<file path="src/rtl/alu_seq_exec_if.sv">
// rtl/alu_seq_exec_if.sv - issue/result bundle between the execute-stage control and the ALU
interface alu_seq_exec_if #(
  parameter int WIDTH = 32
);
  logic             start;
  logic [3:0]       alu_op;
  logic [WIDTH-1:0] op_a;
  logic [WIDTH-1:0] op_b;
  logic [WIDTH-1:0] result;
  logic             zero;
  logic             sign;
  logic             busy;
  logic             done;

  modport master (
    output start, alu_op, op_a, op_b,
    input  result, zero, sign, busy, done
  );

  modport slave (
    input  start, alu_op, op_a, op_b,
    output result, zero, sign, busy, done
  );
endinterface

</file>
<file path="src/rtl/alu_seq_exec.sv">
// rtl/alu_seq_exec.sv - execute-stage ALU: single-cycle ops, bit-serial shifts, iterative shift-add MUL
module alu_seq_exec #(
  parameter int WIDTH  = 32,
  parameter bit MUL_EN = 1'b1
) (
  input  logic            clk,
  input  logic            rst,
  alu_seq_exec_if.slave   bus
);
  localparam int CW = $clog2(WIDTH + 1);

  localparam logic [3:0] OP_ADD = 4'd0,  OP_SUB = 4'd1,  OP_AND = 4'd2,  OP_OR  = 4'd3;
  localparam logic [3:0] OP_XOR = 4'd4,  OP_NOR = 4'd5,  OP_SLT = 4'd6,  OP_SGT = 4'd7;
  localparam logic [3:0] OP_SLL = 4'd8,  OP_SRL = 4'd9,  OP_SRA = 4'd10, OP_MUL = 4'd11;
  localparam logic [3:0] OP_INC = 4'd12, OP_DEC = 4'd13;

  typedef enum logic {IDLE, RUN} state_t;

  state_t           state;
  logic [CW-1:0]    cnt;
  logic [3:0]       op_q;
  logic [WIDTH-1:0] shv;
  logic [WIDTH-1:0] mcand;
  logic [WIDTH-1:0] mplier;
  logic [WIDTH-1:0] acc;

  logic [4:0]       amt;
  logic             is_shift;
  logic             is_mul;
  logic [WIDTH-1:0] alu_r;
  logic [WIDTH-1:0] sh_next;
  logic [WIDTH-1:0] acc_next;
  logic [WIDTH-1:0] run_r;

  assign amt      = bus.op_b[4:0];
  assign is_shift = (bus.alu_op == OP_SLL) || (bus.alu_op == OP_SRL) || (bus.alu_op == OP_SRA);
  assign is_mul   = (bus.alu_op == OP_MUL);

  // Shifts only reach this path with a zero amount, so they pass op_a through.
  always_comb begin
    alu_r = '0;
    case (bus.alu_op)
      OP_ADD: alu_r = bus.op_a + bus.op_b;
      OP_SUB: alu_r = bus.op_a - bus.op_b;
      OP_AND: alu_r = bus.op_a & bus.op_b;
      OP_OR:  alu_r = bus.op_a | bus.op_b;
      OP_XOR: alu_r = bus.op_a ^ bus.op_b;
      OP_NOR: alu_r = ~(bus.op_a | bus.op_b);
      OP_SLT: alu_r = {{(WIDTH-1){1'b0}}, ($signed(bus.op_a) < $signed(bus.op_b))};
      OP_SGT: alu_r = {{(WIDTH-1){1'b0}}, ($signed(bus.op_a) > $signed(bus.op_b))};
      OP_SLL, OP_SRL, OP_SRA: alu_r = bus.op_a;
      OP_INC: alu_r = bus.op_a + 1'b1;
      OP_DEC: alu_r = bus.op_a - 1'b1;
      default: alu_r = '0;
    endcase
  end

  always_comb begin
    sh_next = {shv[WIDTH-1], shv[WIDTH-1:1]};
    if (op_q == OP_SLL)
      sh_next = shv << 1;
    else if (op_q == OP_SRL)
      sh_next = shv >> 1;
    acc_next = mplier[0] ? acc + mcand : acc;
    run_r    = (op_q == OP_MUL) ? acc_next : sh_next;
  end

  always_ff @(posedge clk or posedge rst) begin
    if (rst) begin
      state      <= IDLE;
      cnt        <= '0;
      op_q       <= '0;
      shv        <= '0;
      mcand      <= '0;
      mplier     <= '0;
      acc        <= '0;
      bus.result <= '0;
      bus.zero   <= 1'b1;
      bus.sign   <= 1'b0;
      bus.busy   <= 1'b0;
      bus.done   <= 1'b0;
    end else begin
      bus.done <= 1'b0;
      case (state)
        IDLE: begin
          if (bus.start) begin
            op_q <= bus.alu_op;
            if (is_shift && amt != 5'd0) begin
              shv      <= bus.op_a;
              cnt      <= CW'(amt);
              bus.busy <= 1'b1;
              state    <= RUN;
            end else if (is_mul && MUL_EN) begin
              mcand    <= bus.op_a;
              mplier   <= bus.op_b;
              acc      <= '0;
              cnt      <= CW'(WIDTH);
              bus.busy <= 1'b1;
              state    <= RUN;
            end else begin
              bus.result <= alu_r;
              bus.zero   <= (alu_r == '0);
              bus.sign   <= alu_r[WIDTH-1];
              bus.done   <= 1'b1;
            end
          end
        end
        RUN: begin
          cnt <= cnt - 1'b1;
          if (op_q == OP_MUL) begin
            acc    <= acc_next;
            mcand  <= mcand << 1;
            mplier <= mplier >> 1;
          end else begin
            shv <= sh_next;
          end
          // The last step's value goes straight to result; flags never move mid-run.
          if (cnt == CW'(1)) begin
            bus.result <= run_r;
            bus.zero   <= (run_r == '0);
            bus.sign   <= run_r[WIDTH-1];
            bus.done   <= 1'b1;
            bus.busy   <= 1'b0;
            state      <= IDLE;
          end
        end
        default: state <= IDLE;
      endcase
    end
  end
endmodule

</file>
<file path="src/flat_wrapper.sv">
// flat-port wrapper written by rule: the top's interface ports become plain ports
module alu_seq_exec_flat 
#(
  parameter int WIDTH  = 32,
  parameter bit MUL_EN = 1'b1
)
  (clk, rst, bus_start, bus_alu_op, bus_op_a, bus_op_b, bus_result, bus_zero, bus_sign, bus_busy, bus_done);
  alu_seq_exec_if #(.WIDTH(WIDTH)) bus_i ();
  input  logic clk;
  input  logic rst;
  input wire logic [$bits(bus_i.start)-1:0] bus_start;
  input wire logic [$bits(bus_i.alu_op)-1:0] bus_alu_op;
  input wire logic [$bits(bus_i.op_a)-1:0] bus_op_a;
  input wire logic [$bits(bus_i.op_b)-1:0] bus_op_b;
  output wire logic [$bits(bus_i.result)-1:0] bus_result;
  output wire logic [$bits(bus_i.zero)-1:0] bus_zero;
  output wire logic [$bits(bus_i.sign)-1:0] bus_sign;
  output wire logic [$bits(bus_i.busy)-1:0] bus_busy;
  output wire logic [$bits(bus_i.done)-1:0] bus_done;
  assign bus_i.start = bus_start;
  assign bus_i.alu_op = bus_alu_op;
  assign bus_i.op_a = bus_op_a;
  assign bus_i.op_b = bus_op_b;
  assign bus_result = bus_i.result;
  assign bus_zero = bus_i.zero;
  assign bus_sign = bus_i.sign;
  assign bus_busy = bus_i.busy;
  assign bus_done = bus_i.done;
  alu_seq_exec #(.WIDTH(WIDTH), .MUL_EN(MUL_EN)) u_core (.clk(clk), .rst(rst), .bus(bus_i));
endmodule
</file>
<file path="config.mk">
export PLATFORM = sky130hd
export DESIGN_NAME = alu_seq_exec_flat
export DESIGN_NICKNAME = d
export VERILOG_FILES = /design/src/rtl/alu_seq_exec_if.sv /design/src/rtl/alu_seq_exec.sv /design/src/flat_wrapper.sv
export SDC_FILE = /design/constraint.sdc
export NUM_CORES = 1
export LEC_CHECK = 0
export CORE_MARGIN = 2
export CORE_UTILIZATION = 67
export CTS_CLUSTER_SIZE = 24
export DETAILED_ROUTE_END_ITERATION = 6
export PLACE_DENSITY = 0.88
export SLEW_MARGIN = 20
export SYNTH_ARGS = -nofsm -noshare
export SYNTH_HDL_FRONTEND = slang
export SYNTH_SLANG_ARGS = --single-unit
</file>
<file path="constraint.sdc">
create_clock -name clk -period 11.96 [get_ports clk]
set_clock_uncertainty 0.2 [all_clocks]
set_input_delay 2.392 -clock clk [delete_from_list [all_inputs] [get_ports clk]]
set_output_delay 2.392 -clock clk [all_outputs]
set_load 0.02 [all_outputs]
</file>
Word-level counts from Yosys, hierarchy flattened
Index checks and enable logic that the tools add are counted.
{ "word_totals": {"latchBits": 0, "register_bits": 175, "wordCells": 123, "ram_bits": 0, "out_inout_bits": 36, "mem_count": 0, "inputBits": 71, "mem_bits_ro": 0} }
{ "op_classes": {"shifts": 0, "muxes": 58, "n_addsub": 6, "n_lt_le_gt_ge": 2, "bitwise_logic": 5, "div": 0, "multipliers": 0, "n_eq_ne": 26, "n_reduce_logical": 14} }
{ "ops": {"columns": ["cell", "n"], "rows": [
  ["32-bit two-way mux", 23],
  ["32-bit case mux with 11 select lines", 1],
  ["32-bit case mux with 2 select lines", 5],
  ["32-bit adder", 2],
  ["32-bit zero test", 2],
  ["4-bit == test (second input constant)", 9],
  ["32-bit by 1-bit adder with 32-bit output (second input constant)", 1],
  ["32-bit bitwise AND", 1],
  ["32-bit greater-than comparator", 1],
  ["32-bit < comparator", 1],
  ["32-bit NOT", 1],
  ["32-bit bitwise OR", 1],
  ["32-bit by 1-bit subtractor with 32-bit output (second input constant)", 1],
  ["32-bit subtractor", 1],
  ["32-bit bitwise XOR", 1],
  ["1-bit two-way mux", 20],
  ["6-bit two-way mux", 3],
  ["4-bit by 3-bit == test with 1-bit output (second input constant)", 4],
  ["2-bit != test (second input constant)", 6],
  ["6-bit case mux with 2 select lines", 1],
  ["1-bit case mux with 2 select lines", 5],
  ["4-bit by 2-bit == test with 1-bit output (second input constant)", 2],
  ["4-bit AND reduction", 2],
  ["6-bit by 1-bit == test with 1-bit output (second input constant)", 1],
  ["other kinds (12)", 16]
]} }

Depth between registers and ports, before layout
Gate-level depths: netlist (run 1).
{ "logic_depth": {"ltp_word": 8, "depth_mapped": 24, "mapped_depth_nobuf": 22} }

Worst setup path before layout (run 1)
Ideal clock, no wire load.
{ "synth_timing": {"path_type": "in2reg", "from": "in bus_op_b[2]", "to": "reg u_core.bus.zero", "setup_ps": 72, "path_buffers": 3, "slack_ps": 5102, "stages": 24, "t_arrival_ps": 6586, "cell_sequence": "clkbuf_1 -> nor2_1 -> nand2_1 -> nor2_1 -> nand2_1 -> or3_1 -> or2_2 -> clkbuf_1 -> nor4_1 -> xnor2_1 -> a21oi_1 -> ha_1 -> clkbuf_1 -> nand4_1 -> nor2_1 -> nand2_1 -> a211oi_1 -> o21ai_1 -> nand2b_1 -> mux2i_1 -> or4_4 -> nor2_1 -> nand4_1 -> o21ai_1"} }
{ "synth_via": {"elab_chain_len": 8, "elab_cells_between_ends": 18, "classes_between": "add/sub: 2; order compare: 2; eq/ne: 1; mux: 5; bitwise: 4; reduce/logical: 4"} }
{ "synth_lines": {"columns": ["item", "line_no", "source"], "rows": [
  ["start: declaration", "flat_wrapper.sv:14", "input wire logic [$bits(bus_i.op_b)-1:0] bus_op_b;"],
  ["branches (longest 8 deep; another with 32-bit subtractor)", null, null],
  ["end signal: assignment", "alu_seq_exec.sv:102", "bus.zero <= (alu_r == '0);"],
  ["end signal: assignment", "alu_seq_exec.sv:120", "bus.zero <= (run_r == '0);"],
  ["end: declaration", "alu_seq_exec_if.sv:22", "output result, zero, sign, busy, done"]
]} }
Parallel ways; which one is timed is not known. The select of a mux whose other input is x is not followed.
A chain may end at the register's enable or synchronous reset.

Final worst setup path (run 1)
{ "layout_timing": {"from": "in bus_op_b[7]", "to": "reg u_core.bus.zero"} }
{ "layout_via": {"elab_chain_len": 8, "elab_cells_between_ends": 14, "classes_between": "add/sub: 2; order compare: 2; mux: 5; bitwise: 4; reduce/logical: 1"} }
{ "layout_lines": {"columns": ["item", "line_no", "source"], "rows": [
  ["branches (longest 2 deep; another with 32-bit subtractor)", null, null],
  ["32-bit case mux with 11 select lines (*)", "alu_seq_exec.sv:42", "case (bus.alu_op)"],
  ["32-bit zero test (*)", "alu_seq_exec.sv:102", null],
  ["1-bit two-way mux (*)", "alu_seq_exec.sv:93", "end else if (is_mul && MUL_EN) begin"],
  ["1-bit two-way mux (*)", "alu_seq_exec.sv:88", "if (is_shift && amt != 5'd0) begin"],
  ["1-bit two-way mux (*)", "alu_seq_exec.sv:86", "if (bus.start) begin"],
  ["1-bit case mux with 2 select lines (*)", "alu_seq_exec.sv:84", "case (state)"]
]} }
Mark *: on every way between the ends. The select of a mux whose other input is x is not followed.

==> results.md, run 1 <==
- Slew Limit Fails: 0
- CTS Sinks: 174
- Net Count, Synth: between 2000 and 3000
- HP Start: u_core.mplier[17]$_DFFE_PP0P_
- Final Util: between 70% and 80%
- Share of flip-flops with an asynchronous set or reset: 100%
- Max clock buf depth: 2
- Routed WL: 62.6 mm
- Mapped Cells: 2283
- Final hold violation count: 0
- Placer Congestion: 1.04
- Min Tclk post-route: 7670 ps
- Avg Vias per Cell: 7.13
- Crit path launch type: input port
- TNS Setup: 0 ps
- Final nets: 2518
- P per Cell Area: 184 nW/um^2
- FILL cells: 2037
- Pre-CTS WS: 3900 ps
- Main combinational cell family by area after synthesis: compound AO/OA/AOI/OAI gates
- Synthesized cell area: between 15000 and 20000 um^2
- CTS clk-pin slew, worst paths: 70 ps
- Die width: 168 um
- Final cell count without fillers: ~2600
- Post-CTS sizing: 0
- Share of the synthesized area in the top cell type: 24.0%
- Synth Area in Adders: 11.6%
- Critical path origin: bus_op_b[7]
- Layout cell share with drive strength beyond 1: 5.80%
- Residual DRC count: 1
- Final Worst Setup Slack: approximately 4300 ps
- Post-synth EDFFs: 0
- Antenna-violating nets left: 0
- Port bufs: 106
- Pleak: 8.74 nW
- Skew-Pair Late Insertion Delay: ~460 ps
- Total grt overflow: 0
- Post-synthesis simple-gate area fraction: 18.2%
- Initial Utilization: 67.6%
- Mux cell area share after synthesis: under 10%
- Most used DFF post-synth: dfrtp_1
- Status: complete, but fails checks
- Via count: 18800
- Peak supply drop: 0.0000972 V
- Most area-hungry cell type in the Yosys netlist: dfrtp_1
- Critical setup path kind: input port to flop
- Placed Cells: 2604
- DP HPWL: 46.5 mm
- MaxCap Viol Count: 0
- Failing checks: design-rule violations
- Die height: 168 um
- Synth cell types: around 110
- Global-route wire length before repair: about 97 mm
- Largest net degree at the start of global routing: 78
- Tcrit/Tclk final: 64.1%
- DIE AREA: 28200 um^2
- Area grow syn2layout: 9.41%
- CP max FO: 8
- # diodes: 0
- Core Area: 26700 um^2
- CTS tree: done
- Ys Warns: 0
- Worst-margin pin slew: 1100 ps
- CTS H-tree depth: 4
- Xor and xnor area share after synthesis: under 10%
- Synth Area in Compound Gates: 27.7%
- Pre-Repair DR Iteration Count: 7
- Crit path DAT: between 7000 and 8000 ps
- CP endpoint kind: flop
- Synth area leaders: dfrtp_1 24%, ha_1 11%, mux2i_1 6.6%, o21ai_0 5.7%, a21oi_1 5.3%
- CTS Root Cell: clkbuf_16
- Sequential share of the synthesized area: ~24%
- Vias in the first global route: 17700
- Slew HR: 25.9%
- Initial DRC count: 2751
- Post CTS Setup Buffer Count: 0
- Synth Register Bits: 174
- # hold bufs at CTS: 0
- RR Startpoint: u_core.acc[0]$_DFFE_PP0P_
- Routed wire per std cell: 23.7 um
- Max Clk Rate: 0.130 GHz
- WP data required: 12140 ps
- Syn_area_per_cell: just under 8 um^2
- Final setup fails: 0
- Num ports: between 100 and 150
- RSZ-0062 raised after global routing: no
- Total track usage: 43.5%
- Hold Crit Class: flop to flop
- Antenna violations before repair: 0
- TritonCTS buffer count: 17
- Pwr Total: ~3.6 mW
- Row cnt: 60
## placed cells by master (no fill, tap or decap), drive strengths merged, types with 26 or more instances in the layout
cell type and n:
a21oi 191, nand2 251, mux2i 118, inv 128, o21ai 221, xnor2 70, clkdlybuf4s50 106, ha 162
dfrtp 173, nand4 27, nor2 155, a21o 31, o211ai 38, nor3 60, nand3 46, nor4 26
## Yosys cell counts, types with 16 or more instances
| cell type | instances |
|---|---|
| mux2_2 | 16 |
| nand4_1 | 27 |
| a221oi_1 | 16 |
| a22oi_1 | 17 |
| a22o_1 | 22 |
| nor2b_1 | 24 |
| o21ai_0 | 207 |
| o31ai_1 | 18 |
| xnor2_1 | 70 |
| nor2_1 | 155 |
| nor4_1 | 26 |
| a21oi_1 | 190 |
| a211oi_1 | 20 |
| a31oi_1 | 22 |
| nor3_1 | 58 |
| xor2_1 | 23 |
| ha_1 | 162 |
| dfrtp_1 | 173 |
| inv_1 | 120 |
| nand3_1 | 46 |
| mux2i_1 | 118 |
| clkbuf_1 | 124 |
| nand2_1 | 251 |
| a21o_1 | 31 |
| o211ai_1 | 37 |
## cell type report
type | instances | area (um^2) | share of cell area [%]
timing repair buffer | 131 | 1250 | 6.33
inverter | 121 | 459 | 2.33
multi-input combinational | 1837 | 12600 | 64.0
clock buffer | 18 | 429 | 2.18
clock inverter | 14 | 168 | 0.850
tap | 341 | 427 | 2.16
sequential | 174 | 4360 | 22.1
## flip-flops by register name, indices dropped and copies added, names as in the netlist
signal / count
u_core.acc: 32
u_core.mcand: 32
u_core.bus.result: 32
u_core.state: 1
u_core.mplier: 32
u_core.bus.done: 1
u_core.bus.zero: 1
u_core.cnt: 6
u_core.op_q: 4
u_core.bus.busy: 1
u_core.shv: 32
## final timing paths
check / depth (start not counted) / endpoint / slack (ps)
worst max-delay path: 20 / u_core.bus.zero$_DFFE_PP1P_ / 4290
worst min-delay path: 2 / u_core.mplier[17]$_DFFE_PP0P_ / 280
worst max register to register: 13 / u_core.bus.zero$_DFFE_PP1P_ / 7570
worst min register to register: 2 / u_core.mplier[17]$_DFFE_PP0P_ / 280
max in group asynchronous: 3 / u_core.state$_DFF_PP0_ / 8100
min in group asynchronous: 2 / u_core.mcand[4]$_DFFE_PP0P_ / 2230
## logic make-up after synthesis
| group | Yosys count |
|---|---|
| DFF | 174 |
| buffers and inverters | 272 |
| adders and majority gates | 165 |
| xor gates and xnor gates | 93 |
| and+or+nand+nor | 688 |
| muxes | 134 |
| AOI/OAI and AO/OA | 757 |
## critical path, cell delays in order
cell and delay, ps:
clkdlybuf4s50_1 520, nor4_1 600, nand2_1 260, or3_1 470
or2_2 390, nor4_1 250, xnor2_1 170, a21oi_1 90
ha_1 470, nand4_1 210, nor2_1 180, nand2_1 70
a211oi_1 420, o21ai_1 170, nor3b_1 170, a211oi_1 340
nand2_1 100, nor4_1 300, nand4_1 140, o21ai_1 140
## layer usage
metal  GRT usage [%]  up-vias  part of all wire (%)
met4            17.4        0                   4.5
met5               0        -                     0
li1                -     8371                     -
met2            66.3     1375                    43
met1            59.3     8789                    40
met3            10.8      247                    13
## where the power goes
group | leakage [nW] | switching, mW | internal, mW
sequential | 2.22 | 0.220 | 0.824
combinational | 6.23 | 1.22 | 0.772
clock | 0.290 | 0.304 | 0.283
total | 8.74 | 1.74 | 1.88
## per-stage QoR
stage	hold WS [ps]	instance area [um^2]
final	283	19700
after global routing	310	19700
after CTS	288	19700
after detailed placement	271	19100
after global placement	260	19100
after floorplan	248	18000
Note: power is estimated with default switching activity, not from simulation.
==> run 2, diff against run 1 <==
CORE_UTILIZATION = 62   (was 67)
PLACE_DENSITY = 0.83   (was 0.88)
clock period = 7.2 ns   (was 11.96 ns; I/O delays follow)
==> results.md, run 2 (synthesized netlist as in run 1, its figures left out) <==
- Layout cell share with drive strength beyond 1: 6.93% (+1.1 points)
- Die height: 175 um (+3.9%)
- CP endpoint kind: flop
- Hold depth: 2 (unchanged)
- DIE AREA: 30500 um^2 (+7.9%)
- Final Util: 69.7% (-4.3 points)
- Port bufs: 106 (unchanged)
- Worst-margin pin slew: 1030 ps (-71.7 ps)
- Final nets: 2546 (+1.1%)
- Slew HR: 31.6% (+5.7 points)
- Hold Crit Class: flop to flop
- MaxCap Viol Count: 0 (unchanged)
- Vias in the first global route: 17500 (-0.87%)
- Reg2Reg Depth: 10 (-3)
- Largest net degree at the start of global routing: 69 (-12%)
- Pleak: 8.89 nW (+1.7%)
- # hold bufs at CTS: 0 (unchanged)
- Crit path launch type: input port
- Global-route wire length before repair: 96.9 mm (about the same)
- RR Endpoint: u_core.bus.zero$_DFFE_PP1P_
- Via count: 18400 (-2.3%)
- Post-CTS sizing: 0 (unchanged)
- Pwr Total: 5.99 mW (+65%)
- Core Area: 28700 um^2 (+7.7%)
- Post CTS Setup Buffer Count: 0 (unchanged)
- FILL cells: 2421 (+19%)
- Peak supply drop: 0.000195 V (+100%)
- TNS Setup: 0 ps (unchanged)
- Max clock buf depth: 2 (unchanged)
- Skew-Pair Late Insertion Delay: 470 ps (about the same)
- P per Cell Area: 300 nW/um^2 (+63%)
- Tcrit/Tclk final: 92.1%
- Pre-CTS WS: 233 ps (-3670 ps)
- CTS tree: done
- RR Startpoint: u_core.op_q[3]$_DFFE_PP0P_
- Avg Vias per Cell: 6.78 (-4.9%)
- Multi-input gate area: 12600 um^2 (about the same)
- Initial DRC count: 2209 (-20%)
- Total track usage: 40.4% (-3.1 points)
- Antenna-violating nets left: 0 (unchanged)
- Status: finished, final reports clean
- CTS Root Cell: clkbuf_16
- CTS H-tree depth: 4 (unchanged)
- Num ports: 107 (unchanged)
- # diodes: 0 (unchanged)
- Initial Utilization: 62.8% (-4.8 points)
- Slew Limit Fails: 0 (unchanged)
- Pre-Repair DR Iteration Count: 7 (unchanged)
- Critical setup path kind: input port to flop
- Final hold violation count: 0 (unchanged)
- HP Start: u_core.mplier[12]$_DFFE_PP0P_
- WHS: 280 ps (-2.38 ps)
- Commonest non-fill, non-tap cell in the layout: nand2_1
- RSZ-0062 raised after global routing: no
- Hold Path Sink: u_core.mplier[12]$_DFFE_PP0P_
- Min Tclk post-route: 6630 ps
- CTS Sinks: 174 (unchanged)
- Commonest cells after routing, fill and taps aside: 251 x nand2_1, 207 x o21ai_0, 189 x a21oi_1
- Antenna violations before repair: 1 (+1)
- WP data required: 7410 ps (-4730 ps)
- Placer Congestion: 0.988 (-4.8%)
- Max Clk Rate: 0.151 GHz
- FF+latch area: 4360 um^2 (unchanged)
- Final Worst Setup Slack: 567 ps (-3720 ps)
- DP HPWL: 46.8 mm (+0.50%)
- Total grt overflow: 0 (unchanged)
- Area grow syn2layout: 11.0%
- Final setup fails: 0 (unchanged)
- Worst reg2reg setup slack: 2700 ps (-4870 ps)
- Routed wire per std cell: 22.8 um (-4.0%)
- Routed WL: 61.7 mm (-1.4%)
- TritonCTS buffer count: 17 (unchanged)
- CP max FO: 8 (unchanged)
- Die width: 175 um (+3.9%)
- CTS clk-pin slew, worst paths: 80 ps (about the same)
- Row cnt: 62 (+3.3%)
- Residual DRC count: 0 (-1)
- Crit path DAT: 6840 ps (-1010 ps)
## run 2: cell count changes in the layout (fill, tap and decap cells not counted)
cell / change
inv_6: -1
clkbuf_1: -1
clkinv_8: -1
clkinv_2: +1
buf_4: +28
bufinv_16: +1
nor2_4: -1
nor2_1: +1
inv_12: +1
## run 2: layer usage
| metal | part of all wire [%] | track usage [%] | vias to the layer above |
|---|---|---|---|
| met2 | 43 | 61.1 | 1018 |
| met1 | 43 | 56.8 | 8746 |
| met3 | 10 | 7.02 | 162 |
| met5 | 0 | 0 | - |
| met4 | 4.2 | 17.3 | 0 |
| li1 | - | - | 8424 |
## run 2: worst max-delay path by stage
stage | start | end | slack (ps) | cells after the start
6_report | bus_op_b[0] | u_core.bus.zero$_DFFE_PP1P_ | 570 | 23
5_1_grt | bus_op_b[0] | u_core.bus.zero$_DFFE_PP1P_ | 130 | 23
4_1_cts | bus_op_b[0] | u_core.bus.zero$_DFFE_PP1P_ | 710 | 23
3_5_place_dp | bus_op_b[0] | u_core.bus.zero$_DFFE_PP1P_ | 230 | 23
3_3_place_gp | bus_op_b[0] | u_core.bus.zero$_DFFE_PP1P_ | 360 | 23
2_1_floorplan | rst | u_core.acc[0]$_DFFE_PP0P_ | 840 | 1
## run 2: report_power, final
| part | total, mW | leakage, nW | internal [mW] | switching [mW] |
|---|---|---|---|---|
| clock network | 1.00 | 0.302 | 0.503 | 0.496 |
| registers | 1.74 | 2.22 | 1.37 | 0.373 |
| logic | 3.25 | 6.36 | 1.29 | 1.96 |
| total | 5.99 | 8.89 | 3.16 | 2.83 |
## run 2: through the flow
| stage | area, um^2 | cells |
|---|---|---|
| 2_1_floorplan | 18000 | 2283 |
| 5_1_grt | 20000 | 2707 |
| 6_report | 20000 | 2707 |
| 3_5_place_dp | 19400 | 2675 |
| 4_1_cts | 20000 | 2707 |
| 3_3_place_gp | 19400 | 2675 |
## run 2: cell type report
| class | count | area share, % |
|---|---|---|
| Multi-Input combinational cell | 1837 | 63.1 |
| Inverter | 121 | 2.30 |
| Timing Repair Buffer | 159 | 7.29 |
| Clock buffer | 17 | 2.13 |
| Clock inverter | 15 | 0.970 |
| Sequential cell | 174 | 21.8 |
| Tap cell | 384 | 2.40 |
## run 2: critical path, stage by stage
cell,delay (ps)
clkdlybuf4s50_1,540
inv_1,170
ha_1,210
nand2_1,90
nor2_1,210
nand2_1,170
or3_1,450
or2_2,400
nor4_1,250
xnor2_1,160
a21oi_1,90
ha_1,450
nand4_1,220
nor2_1,210
nand2_1,80
a211oi_1,360
o21ai_1,150
nor3b_1,180
a211oi_1,330
nand2_1,90
nor4_1,320
nand4_1,140
o21ai_1,130
